## src/rtl/time_set_ctrl.sv

```systemverilog
// time_set_ctrl: edit-mode controller for setting calendar time from the five
// debounced front-panel buttons. Middle enters edit (snapshotting cur_*),
// left/right pick a field, up/down step it with wrap and auto-repeat, and a
// second middle press strobes load for one cycle before returning to idle.
module time_set_ctrl #(
  parameter int unsigned REPEAT_DLY = 25_000_000,
  parameter int unsigned REPEAT_PER = 5_000_000,
  parameter int unsigned YEAR_MIN   = 2000,
  parameter int unsigned YEAR_MAX   = 2099
) (
  input  logic        clk,
  input  logic        rst_n,
  input  logic        btn_up,
  input  logic        btn_down,
  input  logic        btn_left,
  input  logic        btn_right,
  input  logic        btn_mid,
  input  logic [15:0] cur_year,
  input  logic [3:0]  cur_month,
  input  logic [4:0]  cur_day,
  input  logic [4:0]  cur_hour,
  input  logic [5:0]  cur_minute,
  input  logic [5:0]  cur_second,
  output logic        set_active,
  output logic [2:0]  field_sel,
  output logic [15:0] edit_year,
  output logic [3:0]  edit_month,
  output logic [4:0]  edit_day,
  output logic [4:0]  edit_hour,
  output logic [5:0]  edit_minute,
  output logic [5:0]  edit_second,
  output logic        load
);

  typedef enum logic [1:0] {ST_IDLE, ST_EDIT, ST_COMMIT} state_t;

  localparam int unsigned CNT_MAX = (REPEAT_DLY > REPEAT_PER) ? REPEAT_DLY : REPEAT_PER;
  localparam int          CW      = $clog2(CNT_MAX + 1);
  // The press edge already clears the counter and counts as the first held
  // cycle, so the first repeat fires when the counter reaches REPEAT_DLY-2.
  localparam logic [CW-1:0] DLY_LIM = CW'(REPEAT_DLY - 2);
  localparam logic [CW-1:0] PER_LIM = CW'(REPEAT_PER - 1);
  localparam logic [15:0]   Y_MIN   = 16'(YEAR_MIN);
  localparam logic [15:0]   Y_MAX   = 16'(YEAR_MAX);

  state_t          state, state_nxt;
  logic [4:0]      btn_prev;
  logic            press_up, press_down, press_left, press_right, press_mid;
  logic [CW-1:0]   rep_cnt, rep_cnt_nxt, rep_lim;
  logic            rep_run, rep_run_nxt, rep_fire;
  logic            fld_move, ud_one;
  logic [2:0]      field_nxt;
  logic [15:0]     year_nxt;
  logic [3:0]      month_nxt;
  logic [4:0]      day_nxt, hour_nxt, dim_cur, dim_new;
  logic [5:0]      minute_nxt, second_nxt;

  function automatic logic [4:0] days_in_month(input logic [3:0] m, input logic [15:0] y);
    logic leap;
    leap = (((y % 16'd4) == 16'd0) && ((y % 16'd100) != 16'd0)) || ((y % 16'd400) == 16'd0);
    case (m)
      4'd2:                    days_in_month = leap ? 5'd29 : 5'd28;
      4'd4, 4'd6, 4'd9, 4'd11: days_in_month = 5'd30;
      default:                 days_in_month = 5'd31;
    endcase
  endfunction

  // Out-of-range snapshots fall onto the wrap edge instead of running away.
  function automatic logic [15:0] wrap_step(input logic [15:0] v, input logic [15:0] lo,
                                            input logic [15:0] hi, input logic up);
    if (up) wrap_step = (v >= hi) ? lo : v + 16'd1;
    else    wrap_step = (v <= lo) ? hi : v - 16'd1;
  endfunction

  assign press_up    = btn_up    & ~btn_prev[0];
  assign press_down  = btn_down  & ~btn_prev[1];
  assign press_left  = btn_left  & ~btn_prev[2];
  assign press_right = btn_right & ~btn_prev[3];
  assign press_mid   = btn_mid   & ~btn_prev[4];

  // Button history for rising-edge detection, tracked in every state.
  always_ff @(posedge clk or negedge rst_n) begin
    // NOTE: sequential state uses non-blocking assignments so every register
    // samples the pre-edge values regardless of statement order.
    if (!rst_n) btn_prev <= '0;
    else        btn_prev <= {btn_mid, btn_right, btn_left, btn_down, btn_up};
  end

  // FSM state register.
  always_ff @(posedge clk or negedge rst_n) begin
    if (!rst_n) state <= ST_IDLE;
    else        state <= state_nxt;
  end

  // FSM next state: middle press toggles idle/edit, commit lasts one cycle.
  always_comb begin
    state_nxt = state;
    case (state)
      ST_IDLE:   if (press_mid) state_nxt = ST_EDIT;
      ST_EDIT:   if (press_mid) state_nxt = ST_COMMIT;
      default:   state_nxt = ST_IDLE;
    endcase
  end

  // FSM outputs.
  always_comb begin
    set_active = (state == ST_EDIT);
    load       = (state == ST_COMMIT);
  end

  // Edit datapath: snapshot, field select, stepping with clamp, auto-repeat.
  always_comb begin
    // NOTE: every signal gets a default before any branch so no path leaves
    // it unassigned, which would otherwise infer a latch.
    field_nxt   = field_sel;
    year_nxt    = edit_year;
    month_nxt   = edit_month;
    day_nxt     = edit_day;
    hour_nxt    = edit_hour;
    minute_nxt  = edit_minute;
    second_nxt  = edit_second;
    rep_cnt_nxt = '0;
    rep_run_nxt = 1'b0;
    rep_fire    = 1'b0;
    fld_move    = press_left ^ press_right;
    ud_one      = btn_up ^ btn_down;
    rep_lim     = rep_run ? PER_LIM : DLY_LIM;
    dim_cur     = days_in_month(edit_month, edit_year);
    dim_new     = dim_cur;

    case (state)
      ST_IDLE: begin
        if (press_mid) begin
          year_nxt   = cur_year;
          month_nxt  = cur_month;
          day_nxt    = cur_day;
          hour_nxt   = cur_hour;
          minute_nxt = cur_minute;
          second_nxt = cur_second;
          field_nxt  = 3'd0;
        end
      end
      ST_EDIT: begin
        if (ud_one && !press_up && !press_down && !fld_move && !press_mid) begin
          if (rep_cnt == rep_lim) begin
            rep_fire    = 1'b1;
            rep_run_nxt = 1'b1;
          end else begin
            rep_cnt_nxt = rep_cnt + 1'b1;
            rep_run_nxt = rep_run;
          end
        end

        if (press_mid) begin
          // leaving edit; values hold through commit
        end else if (fld_move) begin
          if (press_left) field_nxt = (field_sel >= 3'd5) ? 3'd0 : field_sel + 3'd1;
          else            field_nxt = (field_sel == 3'd0) ? 3'd5 : field_sel - 3'd1;
        end else if (ud_one && (press_up || press_down || rep_fire)) begin
          case (field_sel)
            3'd0: second_nxt = 6'(wrap_step({10'd0, edit_second}, 16'd0, 16'd59, btn_up));
            3'd1: minute_nxt = 6'(wrap_step({10'd0, edit_minute}, 16'd0, 16'd59, btn_up));
            3'd2: hour_nxt   = 5'(wrap_step({11'd0, edit_hour}, 16'd0, 16'd23, btn_up));
            3'd3: day_nxt    = 5'(wrap_step({11'd0, edit_day}, 16'd1, {11'd0, dim_cur}, btn_up));
            3'd4: begin
              month_nxt = 4'(wrap_step({12'd0, edit_month}, 16'd1, 16'd12, btn_up));
              dim_new   = days_in_month(month_nxt, edit_year);
              if (edit_day > dim_new) day_nxt = dim_new;
            end
            default: begin
              year_nxt = wrap_step(edit_year, Y_MIN, Y_MAX, btn_up);
              dim_new  = days_in_month(edit_month, year_nxt);
              if (edit_day > dim_new) day_nxt = dim_new;
            end
          endcase
        end
      end
      default: ;
    endcase
  end

  // Edit registers and auto-repeat counter.
  always_ff @(posedge clk or negedge rst_n) begin
    if (!rst_n) begin
      field_sel   <= 3'd0;
      edit_year   <= Y_MIN;
      edit_month  <= 4'd1;
      edit_day    <= 5'd1;
      edit_hour   <= 5'd0;
      edit_minute <= 6'd0;
      edit_second <= 6'd0;
      rep_cnt     <= '0;
      rep_run     <= 1'b0;
    end else begin
      field_sel   <= field_nxt;
      edit_year   <= year_nxt;
      edit_month  <= month_nxt;
      edit_day    <= day_nxt;
      edit_hour   <= hour_nxt;
      edit_minute <= minute_nxt;
      edit_second <= second_nxt;
      rep_cnt     <= rep_cnt_nxt;
      rep_run     <= rep_run_nxt;
    end
  end

endmodule

```

## config.mk

```make
export PLATFORM = sky130hd
export DESIGN_NAME = time_set_ctrl
export DESIGN_NICKNAME = d
export VERILOG_FILES = /design/src/rtl/time_set_ctrl.sv
export SDC_FILE = /design/constraint.sdc
export NUM_CORES = 1
export LEC_CHECK = 0
export ABC_AREA = 1
export BUFFER_PORTS_ARGS = -buffer_cell sky130_fd_sc_hd__buf_4
export CAP_MARGIN = 0
export CORE_MARGIN = 2
export CORE_UTILIZATION = 30
export DETAILED_ROUTE_END_ITERATION = 6
export GPL_TIMING_DRIVEN = 0
export PLACE_DENSITY = 0.51
export REMOVE_ABC_BUFFERS = 1
export SLEW_MARGIN = 20
export SYNTH_ARGS = -nofsm -noshare
export SYNTH_HDL_FRONTEND = slang
export SYNTH_SLANG_ARGS = --single-unit
```

## constraint.sdc

```tcl
create_clock -name clk -period 15.7 [get_ports clk]
set_input_delay 3.14 -clock clk [delete_from_list [all_inputs] [get_ports clk]]
set_output_delay 3.14 -clock clk [all_outputs]
set_load 0.05 [all_outputs]
```

* Word level (Yosys, flattened, before mapping) *
Cells that the tools add are included.

cells by class
  add/subtract/negate cells = 15
  divide/modulo/power cells = 4
  $lt $le $gt $ge = 15
  eq/ne operators = 32
  mux-type cells = 101
  bitwise operators = 12
  reduce and logical (&&, ||, !) cells = 36

operator list
  operator                 number
  $mux W16                 13
  $mux W5                  27
  $mux W25                 4
  $mux W6                  16
  $logic_not A16 Y1        4
  $mux W4                  13
  $mod A16 B7 Y16 const B  2
  $mod A16 B9 Y16 const B  2
  $pmux W16 S2             1
  $reduce_bool A16 Y1      2
  $reduce_and A6 Y1        5
  $add A25 B1 Y25 const B  1
  $eq A25 B25 Y1           1
  $pmux W6 S2              2
  $pmux W5 S2              2
  $mux W3                  6
  $add A16 B1 Y16 const B  1
  $eq A4 B3 Y1 const B     4
  $eq A4 B4 Y1 const B     4
  $ge A16 B12 Y1 const B   1
  $le A16 B11 Y1 const B   1
  $pmux W2 S2              4
  $sub A16 B1 Y16 const B  1
  $pmux W5 S3              1
  other kinds (47)         97

word-level totals
  flip-flop bits (word level) = 78
  input port bits = 49
  output and inout bits = 47
  logic and storage cells = 226

* Logic depth before layout (Yosys ltp) *
  word-level depth = 33
  depth in mapped cells = 70
  depth with buffers taken out = 69

* Worst setup path after synthesis *
Ideal clock, no wire load.

  path type = input -> register
  start point = in btn_up
  end point = reg edit_day[0]
  setup time = 61 ps
  arrival = 8405 ps
  data required time = 15639 ps
  path slack = 7234 ps
  stages on the path = 60
  path buffers = 0
  path through = clkinv_1 nand2_4 nor2_4 nand2_2 inv_2 nand2_4 nand2_2 nor2_2 nand2_4 nand2_4 nand2_2 nand2_2 inv_1 nand3_2 nand3_4 nand2_1 nand2_2 nor2_2 (+24 left out) nand2_1 nand3_1 nand2_1 nand2_1 inv_1 nand3_1 nand2_1 a21oi_1 ha_1 nand2_1 nand2_1 nand2_1 a21oi_1 nor2_1 inv_1 nor2_1 nand2_1 nand2_1

between the ends
  cells in the longest elaborated chain, start to end = 23
  elaborated cells on any way between the ends = 64
  those cells by class = div: 2; order compare: 2; eq/ne: 8; mux: 35; bitwise: 2; reduce/logical: 15

ends and longest elaborated chain
  element                                                   RTL line  RTL
  start, declared                                           13        input logic btn_up,
  branches (longest 23 deep; another with $mod A16 B7 Y16)  --
  end signal, assigned                                      198       edit_day <= day_nxt;
  end, declared                                             28        output logic [4:0] edit_day,

Parallel ways; which one is timed is not known. The select of a mux whose other input is x is not followed.
A chain may end at the register's enable or synchronous reset.

* Worst setup path in the final report *
Ends and elaborated chain as after synthesis.

==> results.json <==
{
  "path_max_fanout": 35,
  "n_fill_cell": 3334,
  "routed_wl_mm": 26.3,
  "start_util_pct": 30.3,
  "clockBufferDepth": 2,
  "drt-wirelength-per-cell_um": 13.6,
  "area_growth_pct": 14.6,
  "synth_ff_type": "dfrtp_1",
  "first_pass_iters": 5,
  "die-width_um": 179,
  "synth-seq-cells": 78,
  "cp_data_arrival_time_ns": 10.41,
  "drv_slew": 0,
  "setup_tns_ns": 0,
  "viasPerCell": 4.92,
  "synth_top_cells_by_count": "nand2_1 (349), inv_1 (178), nor2_1 (141), nand3_1 (130), o21ai_0 (87)",
  "postLayoutCellArea_um2": 10500,
  "num_vias": 9544,
  "cts-resized-gates": 0,
  "netlist_area_um2": 9190,
  "max_slew.worst_pin.slew_ns": 0.824,
  "hold_viol": 0,
  "cts-buffers-inserted": 9,
  "post_cts_buffers": 0,
  "final-seq-area_um2": 1960,
  "dp_hpwl_mm": 19.8,
  "ys_top_cells_by_area": "dfrtp_1 (19%), nand2_1 (14%), inv_1 (7.3%)",
  "yosys_warnings": 0,
  "fmax_ghz": 0.0988,
  "coreArea_um2": 30300,
  "maxCapViolations": 0,
  "grt_overflow": 0,
  "synth_top_area_share_pct": 19.1,
  "drc_errors": 0,
  "cts_tree": "yes",
  "ant_nets": 0,
  "diodes": 0,
  "numPortBuffers": 95,
  "postCtsHoldBufs": 0,
  "cp.required_ns": 15.99,
  "grt_first_pass_wirelength_mm": 44.2,
  "skew_ns": 0.00823,
  "grt_max_degree": 79,
  "fin_crit_ns": 10.12,
  "nets": 1617,
  "grt_setup_unrepaired": "no",
  "status": "completed",
  "place_area_um2": 10200,
  "synthDistinctLibCells": 62,
  "r2r_slack_ns": 8.09,
  "setup_viol_count_final": 0,
  "num_rows": 64,
  "drt_iter0_drc": 583,
  "die-height_um": 179,
  "multi_input_area_um2": 6260,
  "grt_pass1_vias": 9167,
  "yosysSeqAreaShare_pct": 21.4,
  "track_usage_pct": 16.8,
  "ioPinCount": 96,
  "post-synth-top-count-cell": "nand2_1",
  "hold_slack_ns": 0.430,
  "post_synth.cell_area_avg_um2": 6.28,
  "clk_latency_ns": 0.35,
  "critPathSlowestCell": "clkinv_2",
  "synth_edf_count": 0,
  "clkTransAtPathRegs_ns": 0.07,
  "h-tree-depth": 3,
  "syn_inst": 1463,
  "final_util_pct": 34.7,
  "clock_sink_count": 78,
  "worst_setup_path_start_kind": "input pin",
  "cpPeakStageDelay_ns": 0.59,
  "yosys.area.top_type": "dfrtp_1",
  "drive_gt1_share_pct": 18.2,
  "min_path_type": "reg -> reg",
  "clockRootBuffer": "clkbuf_16",
  "antenna_found_initial": 0,
  "period_share_pct": 64.5,
  "critPathMostFrequentCell": "nand2_1",
  "path_class": "in -> reg",
  "slew_headroom_pct": 44.9,
  "end_kind": "flop",
  "globalplace.congestion": 0.836,
  "async_reset_ff_share_pct": 100,
  "die_area_um2": 32000
}
==> stage by stage <==
step | cells | setup WS, ns
5_1_grt | 1939 | 4.54
6_report | 1939 | 5.58
3_3_place_gp | 1923 | 4.56
4_1_cts | 1939 | 5.54
2_1_floorplan | 1432 | 6.73
3_5_place_dp | 1923 | 5.22
==> final timing paths <==
path / start / end / cells after the start
worst max-delay path: btn_up / edit_day[0]$_DFFE_PN1P_ / 56
min in group asynchronous: rst_n / edit_second[0]$_DFFE_PN0P_ / 1
worst min-delay path: btn_prev[4]$_DFF_PN0_ / state[1]$_DFFE_PN0P_ / 1
max in group asynchronous: rst_n / edit_year[1]$_DFFE_PN0P_ / 1
worst min register to register: btn_prev[4]$_DFF_PN0_ / state[1]$_DFFE_PN0P_ / 1
worst max register to register: edit_year[1]$_DFFE_PN0P_ / edit_day[0]$_DFFE_PN1P_ / 60
==> flip-flops by register name, summed over array words and instances, names as in the netlist <==
| name | count |
|---|---|
| state | 2 |
| rep_run | 1 |
| edit_second | 6 |
| rep_cnt | 25 |
| edit_hour | 5 |
| btn_prev | 5 |
| edit_minute | 6 |
| edit_month | 4 |
| field_sel | 3 |
| edit_year | 16 |
| edit_day | 5 |
==> layout by cell type, fill, tap and decap left out, drive strengths merged, types with 16 or more instances in the layout <==
cell / instances
nand2: 432
inv: 202
nor2: 165
nand3: 146
o21ai: 113
buf: 95
dfrtp: 70
a21oi: 52
nand4: 41
xor2: 37
o211ai: 36
ha: 30
nor3: 20
o22ai: 16
==> critical path, delay by kind of cell <==
| kind | cells | cell delay (ns) |
|---|---|---|
| AOI/OAI and AO/OA | 6 | 0.83 |
| adders and majority gates | 1 | 0.25 |
| buffers and inverters | 5 | 1.18 |
| and+or+nand+nor | 44 | 4.97 |
==> metal layers <==
layer,track usage [%],part of all wire [%],wire [um],up-vias
li1,-,-,-,4990
met1,22.0,48,12500,4356
met2,28.7,46,12200,168
met3,2.99,4.7,1230,30
met4,3.93,1.4,371,0
met5,0,0,0,-
==> layout make-up <==
class	instances	share of cell area, %
multi-input combinational	1150	59.4
sequential	78	18.6
inverter	204	7.50
timing repair buffer	95	6.81
tap	396	4.71
clock buffer	9	2.14
clock inverter	7	0.761
==> cell families (layout without fill, tap and decap cells) <==
kind of cell	count (synthesis)	after routing	synth area share, %
buffers and inverters	235	315	10.6
AOI/OAI and AO/OA	257	257	16.4
and+or+nand+nor	820	820	43.4
xor gates and xnor gates	43	43	4.10
DFF	78	78	21.4
adders and majority gates	30	30	4.09
Power is left out: the tool's default activity adds up to more than one toggle a clock period on the data nets, which glitch-free logic cannot reach.
